$ cat config.mk
export PLATFORM = sky130hd
export DESIGN_NAME = pc_unit
export DESIGN_NICKNAME = d
export VERILOG_FILES = /design/src/rtl/pc_unit_pkg.sv /design/src/rtl/pc_exc_fsm.sv /design/src/rtl/pc_unit.sv
export SDC_FILE = /design/constraint.sdc
export NUM_CORES = 1
export LEC_CHECK = 0
export BUFFER_PORTS_ARGS = -buffer_cell sky130_fd_sc_hd__buf_4
export CORE_AREA = 10 10 137 102
export CTS_BUF_LIST = sky130_fd_sc_hd__clkbuf_2 sky130_fd_sc_hd__clkbuf_4 sky130_fd_sc_hd__clkbuf_8
export DETAILED_ROUTE_END_ITERATION = 12
export DIE_AREA = 0 0 147 112
export GPL_ROUTABILITY_DRIVEN = 0
export HOLD_SLACK_MARGIN = 0.06
export SETUP_SLACK_MARGIN = 0.05
export SYNTH_ARGS = -nofsm -noshare
export SYNTH_HDL_FRONTEND = slang
export SYNTH_HIERARCHICAL = 1
export SYNTH_SLANG_ARGS = --single-unit
$ cat constraint.sdc
create_clock -name clk -period 2.08 [get_ports clk]
set_input_delay 0.104 -clock clk [delete_from_list [all_inputs] [get_ports clk]]
set_output_delay 0.104 -clock clk [all_outputs]
set_load 0.005 [all_outputs]
$ cat src/rtl/pc_unit_pkg.sv
// PC unit shared definitions: exception FSM encoding, cause codes and
// the base of the exception vector-byte table.
package pc_unit_pkg;

    localparam logic [1:0] ST_IDLE = 2'd0;
    localparam logic [1:0] ST_REQ  = 2'd1;
    localparam logic [1:0] ST_WAIT = 2'd2;
    localparam logic [1:0] ST_LOAD = 2'd3;

    localparam logic [1:0] EXC_INV_OP = 2'b00;
    localparam logic [1:0] EXC_OVF    = 2'b01;
    localparam logic [1:0] EXC_DIV0   = 2'b10;
    localparam logic [1:0] EXC_RSVD   = 2'b11;

    localparam logic [31:0] VEC_BASE = 32'd253;

    // Reserved cause shares the invalid-opcode vector slot.
    function automatic logic [31:0] vec_addr_of(input logic [1:0] code);
        logic [31:0] w_addr;
        if (code == EXC_RSVD) begin
            w_addr = VEC_BASE;
        end else begin
            w_addr = VEC_BASE + {30'b0, code};
        end
        return w_addr;
    endfunction

endpackage

$ cat src/rtl/pc_exc_fsm.sv
// Exception sequencer: fetches the handler vector byte from memory and
// tells the PC register when to load it.
module pc_exc_fsm
    import pc_unit_pkg::*;
(
    input  logic        clk,
    input  logic        reset,
    input  logic        i_exc_valid,
    input  logic [1:0]  i_exc_code,
    input  logic [7:0]  i_vec_rd_data,
    input  logic        i_vec_rd_valid,
    output logic        o_exc_take,
    output logic        o_load,
    output logic [7:0]  o_vec_byte,
    output logic        o_busy,
    output logic        o_vec_rd_req,
    output logic [31:0] o_vec_addr
);

    logic [1:0]  r_state;
    logic [1:0]  w_state_nxt;
    logic [31:0] r_vec_addr;
    logic [7:0]  r_vec_byte;
    logic        w_take;

    assign w_take = (r_state == ST_IDLE) && i_exc_valid;

    always_comb begin
        w_state_nxt = r_state;
        case (r_state)
            ST_IDLE: if (i_exc_valid) w_state_nxt = ST_REQ;
            ST_REQ:  w_state_nxt = ST_WAIT;
            ST_WAIT: if (i_vec_rd_valid) w_state_nxt = ST_LOAD;
            ST_LOAD: w_state_nxt = ST_IDLE;
            default: w_state_nxt = ST_IDLE;
        endcase
    end

    always_ff @(posedge clk or negedge reset) begin
        if (!reset) begin
            r_state    <= ST_IDLE;
            r_vec_addr <= 32'd0;
            r_vec_byte <= 8'd0;
        end else begin
            r_state <= w_state_nxt;
            // Address is fixed at entry so it is stable through REQ..LOAD.
            if (w_take) begin
                r_vec_addr <= vec_addr_of(i_exc_code);
            end
            if ((r_state == ST_WAIT) && i_vec_rd_valid) begin
                r_vec_byte <= i_vec_rd_data;
            end
        end
    end

    assign o_exc_take   = w_take;
    assign o_load       = (r_state == ST_LOAD);
    assign o_vec_byte   = r_vec_byte;
    assign o_busy       = (r_state != ST_IDLE);
    assign o_vec_rd_req = (r_state == ST_REQ);
    assign o_vec_addr   = r_vec_addr;

endmodule

$ cat src/rtl/pc_unit.sv
// Program counter with EPC/cause capture; exceptions redirect the PC to
// a handler address read from the vector-byte table.
module pc_unit
    import pc_unit_pkg::*;
(
    input  logic        clk,
    input  logic        reset,
    input  logic [31:0] pc_source,
    input  logic        pc_write,
    input  logic        pc_write_cond,
    input  logic        branch_taken,
    input  logic        exc_valid,
    input  logic [1:0]  exc_code,
    output logic        vec_rd_req,
    output logic [31:0] vec_addr,
    input  logic [7:0]  vec_rd_data,
    input  logic        vec_rd_valid,
    output logic [31:0] pc_out,
    output logic [31:0] epc_out,
    output logic [1:0]  cause_out,
    output logic        exc_busy
);

    logic [31:0] r_pc;
    logic [31:0] r_epc;
    logic [1:0]  r_cause;
    logic        w_exc_take;
    logic        w_load;
    logic [7:0]  w_vec_byte;
    logic        w_busy;
    logic        w_pc_we;

    pc_exc_fsm u_fsm (
        .clk            (clk),
        .reset          (reset),
        .i_exc_valid    (exc_valid),
        .i_exc_code     (exc_code),
        .i_vec_rd_data  (vec_rd_data),
        .i_vec_rd_valid (vec_rd_valid),
        .o_exc_take     (w_exc_take),
        .o_load         (w_load),
        .o_vec_byte     (w_vec_byte),
        .o_busy         (w_busy),
        .o_vec_rd_req   (vec_rd_req),
        .o_vec_addr     (vec_addr)
    );

    // An exception in the same cycle suppresses any PC write.
    assign w_pc_we = !w_busy && !exc_valid &&
                     (pc_write || (pc_write_cond && branch_taken));

    always_ff @(posedge clk or negedge reset) begin
        if (!reset) begin
            r_pc    <= 32'd0;
            r_epc   <= 32'd0;
            r_cause <= 2'd0;
        end else begin
            if (w_load) begin
                r_pc <= {24'b0, w_vec_byte};
            end else if (w_pc_we) begin
                r_pc <= pc_source;
            end
            if (w_exc_take) begin
                r_epc   <= r_pc - 32'd4;
                r_cause <= exc_code;
            end
        end
    end

    assign pc_out    = r_pc;
    assign epc_out   = r_epc;
    assign cause_out = r_cause;
    assign exc_busy  = w_busy;

endmodule
After elaboration in Yosys (flattened, before gate mapping):

Cells that the tools add are included.

* bits in registers: 108
* input port bits: 49
* output and inout port bits: 100
* word-level logic and storage cells: 32

* add/sub/neg operators: 2
* equal/unequal tests: 6
* multiplexer cells: 6
* reduce and logical (&&, ||, !) cells: 12

Operators by type and width (number)
* two-way mux 32 bit: 3
* subtractor 32 x 3 -> 32 bit (second input constant): 1
* adder 8 x 2 -> 9 bit (first input constant): 1
* one-hot mux 2 bit (4 select lines): 1
* equality test 2 bit (second input constant): 3
* logical AND 1 bit: 5
* two-way mux 2 bit: 2
* != test 2 bit (second input constant): 2
* nonzero test 2 bit: 2
* equality test 2 x 1 -> 1 bit (second input constant): 1
* logical NOT 1 bit: 2
* logical NOT 2 bit: 1
* AND reduction 2 bit: 1
* logical OR 1 bit: 1

Logic depth before layout (Yosys ltp):

* depth in word-level cells: 6
* mapped depth: 8

By module:

The synthesis kept the hierarchy.

Modules (own cells, without submodules)
* pc_unit: times used 1, cells each 324, area an instance 3069.2 um^2, sequential area each 1651.6 um^2
* pc_exc_fsm: times used 1, cells each 75, area an instance 818.3 um^2, sequential area each 325.3 um^2

Worst setup path after synthesis:

Ideal clock, no wire load.

* path kind: register to register
* start point: register r_pc[19] (netlist: pc_out[19])
* end point: register r_epc[25] (netlist: epc_out[25])
* arrival: 1.887 ns
* data required time: 1.998 ns
* setup slack: 0.111 ns
* cell stages (with the launch flop): 6
* buffers on the path: 0
* clock period less this slack: 1.969 ns
* cells stage by stage: dfrtp_1 -> or4_4 -> nor3_4 -> nand3_4 -> or4_1 -> a31oi_1

* word-level cells in the longest chain between the ends: 1

Ends and longest elaborated chain
* from (decl): line pc_unit.sv:24 `logic [31:0] r_pc;`
* from (signal assigned): line pc_unit.sv:59 `r_pc <= {24'b0, w_vec_byte};`
* from (signal assigned): line pc_unit.sv:61 `r_pc <= pc_source;`
* subtractor 32 x 3 -> 32 bit: line pc_unit.sv:64 `r_epc <= r_pc - 32'd4;`
* to (signal assigned): line pc_unit.sv:64
* to (decl): line pc_unit.sv:25 `logic [31:0] r_epc;`

Every way passes these cells.
A chain may end at the register's enable or synchronous reset.

Worst setup path in the final report:

* start point: register r_pc[2] (netlist: pc_out[2])
* end point: register r_epc[25] (netlist: epc_out[25])

The elaborated chain is that of the path after synthesis.

==> metrics.yaml <==
status: "completed"
p_clk_share_pct: 15.7
cp.required_ps: 2360
tns_ps: 0
ir_drop_v: 0.000667
clock_sinks: 79
cts-root-buf: "clkbuf_8"
cts_tree: "built"
intPower_mw: 5.34
route.detailed.drc: 0
seq_area_frac_synth_pct: 50.9
vias_per_cell: 4.57
avgSynthCellArea_um2: 9.74
ys_seq_elements: 79
min_period_ps: 1900
cts_max_path_buffers: 2
async_flop_share_pct: 100
overflow: 0
ys_warn_count: 6
power_frac_comb_pct: 50.0
wl_per_cell_um: 16.5
switchingPower_mw: 3.35
skew_ps: 6.12
worstSetupPathType: "reg -> reg"
n_antenna_cell: 0
setup_ws_ps: 175
hpwlAfterDp_um: 9120
drtAntennaViolNets: 0
crit_path_start_kind: "flip-flop"
arrival_ps: 2180
drt_iter0_markers: 261
die_x_um: 147
rsz0062_at_grt: "no"
core_um2: 11400
vias: 3362
first_pass_iters: 4
netlist_area_um2: 3890
slew_violations: 0
cts_buffers: 9
routed_wl_um: 12100
ys_types: 38
hold_viol: 0
power_per_cell_area_nw_per_um2: 1520
grt_max_degree: 61
nets: 631
timing.final.crit_share_pct: 91.6
clk_pin_slew_ps: 80
seq_power_share_pct: 34.4
grt_pass1_vias: 3404
die_y_um: 112
relSlewSlack_pct: 67.2
p_leak_nw: 2.65
place_ws_ps: 28.8
insertion_delay_ps: 350
io_buffers: 124
crit_fanout: 6
drv_cap: 0
sw_frac_of_total_pct: 38.6
drive_above_1_share_pct: 33.5
row_count: 33
grt_use_total_pct: 14.4
hp-class: "in -> reg"
syn_inst: 399
syn2layout_area_growth_pct: 47.4
synth_edf_count: 0
setup_viol: 0
dieArea_um2: 16500
ios: 149
htreeDepth: 3
n_fill_cell: 1060
synth_ff_type: "dfrtp_1"
end_kind: "flip-flop"
antenna_found_initial: 0
initial_core_util_pct: 34.2
max_freq_mhz: 525
grt_pass1_wl_um: 19200
worst_pin_slew_ps: 487
[cells in the mapped netlist (2+ instances only)]
cell,instances,area (um^2)
o31ai_1,2,15.0
nand3_1,4,20.0
nand2_1,63,236
a31oi_1,5,31.3
nor3_1,8,40.0
or3_1,2,12.5
ha_1,8,100
nand2b_1,2,12.5
nand4_1,6,37.5
xnor2_1,11,96.3
nor2_1,36,135
nand4b_1,2,17.5
buf_1,2,7.51
mux2i_1,10,100
or4_4,2,22.5
nor4_1,5,31.3
a21oi_1,48,240
dfrtp_1,79,1980
o21ai_0,10,50.1
mux2_2,13,146
or4_1,2,15.0
clkbuf_1,15,56.3
buf_4,29,218
inv_1,10,37.5
xor2_1,12,105
[path summary, 6_finish.rpt]
| kind | depth (start not counted) | end | slack, ps | start |
|---|---|---|---|---|
| setup / recovery | 5 | epc_out[25] | 180 | pc_out[2] |
| hold / removal | 3 | pc_out[7] | 80 | pc_source[7] |
| setup reg to reg | 5 | epc_out[25] | 180 | pc_out[2] |
| hold reg to reg | 2 | u_fsm/o_vec_addr[0] | 490 | u_fsm/o_vec_addr[0] |
| max in group asynchronous | 3 | epc_out[7] | 1310 | reset |
| min in group asynchronous | 2 | u_fsm/o_vec_byte[6] | 160 | reset |
[through the flow]
stage	area, um^2	hold slack (ps)	cells	power, mW	util (%)
detailed placement	4990	6.62	674	7.17	44.0
CTS	5660	60.4	731	8.65	49.8
finish	5730	82.3	736	8.69	50.5
floorplan	3970	-192	422	5.00	-
global placement	4990	7.78	674	7.06	44.0
global route	5730	80.5	736	9.40	50.5
[metal layers]
metal	share of wire, %	GRT usage (%)
met5	0	0
met1	45	19.0
met2	46	21.7
met4	0.90	2.83
met3	8.2	5.87
[power by group through the flow]
| stage | Sequential (mW) | Clock [mW] | Combinational [mW] |
|---|---|---|---|
| after floorplan | 2.94 | 0 | 2.06 |
| after global placement | 2.97 | 0 | 4.09 |
| after detailed placement | 3.01 | 0 | 4.16 |
| after CTS | 2.99 | 1.41 | 4.25 |
| after global routing | 3.10 | 1.47 | 4.83 |
| final | 2.99 | 1.36 | 4.34 |
[worst max-delay path, cell delays in order (launching register included)]
cell,delay (ps)
dfrtp_2,450
or4_4,590
nor2_4,140
nand3_4,100
or4_1,400
a31oi_1,140
[placed cells by master, fill, tap and decap left out, drive strengths merged]
cell and n:
buf 147, clkbuf 14, and3 1, inv 10, nand3 5, conb 24
mux2 14, dlygate4sd3 41, o31ai 2, nor4 6, a21oi 48, nand2b 2
nand2 64, nand4b 2, nor4b 1, o21ai 11, nor2 37, o41ai 1
mux2i 10, o22ai 1, nor3 9, a31oi 5, or4 4, ha 8
dfrtp 79, xnor2 11, or3 2, nand4 6, xor2 12, bufinv 2
[kinds of logic (layout without fill, tap and decap cells)]
kind of cell | after synthesis | count (layout) | synth area share, %
other | 1 | 24 | 0.0965
AOI/OAI and AO/OA | 68 | 68 | 9.33
xor gates and xnor gates | 23 | 23 | 5.18
and+or+nand+nor | 139 | 139 | 17.0
buffers and inverters | 57 | 214 | 8.34
adders and majority gates | 8 | 8 | 2.57
muxes | 24 | 24 | 6.63
DFF | 79 | 79 | 50.9
[cell type report]
class                      count  area, um^2  area share (%)
multi-input combinational    286        1720            30.0
timing repair buffer         188        1550            27.1
clock buffer                  14         186            3.25
tap                          157         196            3.43
clock inverter                 2        60.1            1.05
inverter                      10        37.5           0.655
sequential                    79        1980            34.6
[registers in the layout, summed over array words and instances, names as in the netlist]
signal / cells
u_fsm/o_vec_addr: 3
u_fsm/o_vec_byte: 8
epc_out: 32
u_fsm/r_state: 2
pc_out: 32
cause_out: 2
[repair_timing]
item,in CTS,in global routing
resized for setup,1,9
pin swaps,0,6
hold buffers,41,0
buffers inserted,0,5
hold endpoints to repair,121,0
gates cloned,0,0
setup endpoints to repair,1,5
Note: power is estimated with default switching activity, not from simulation.
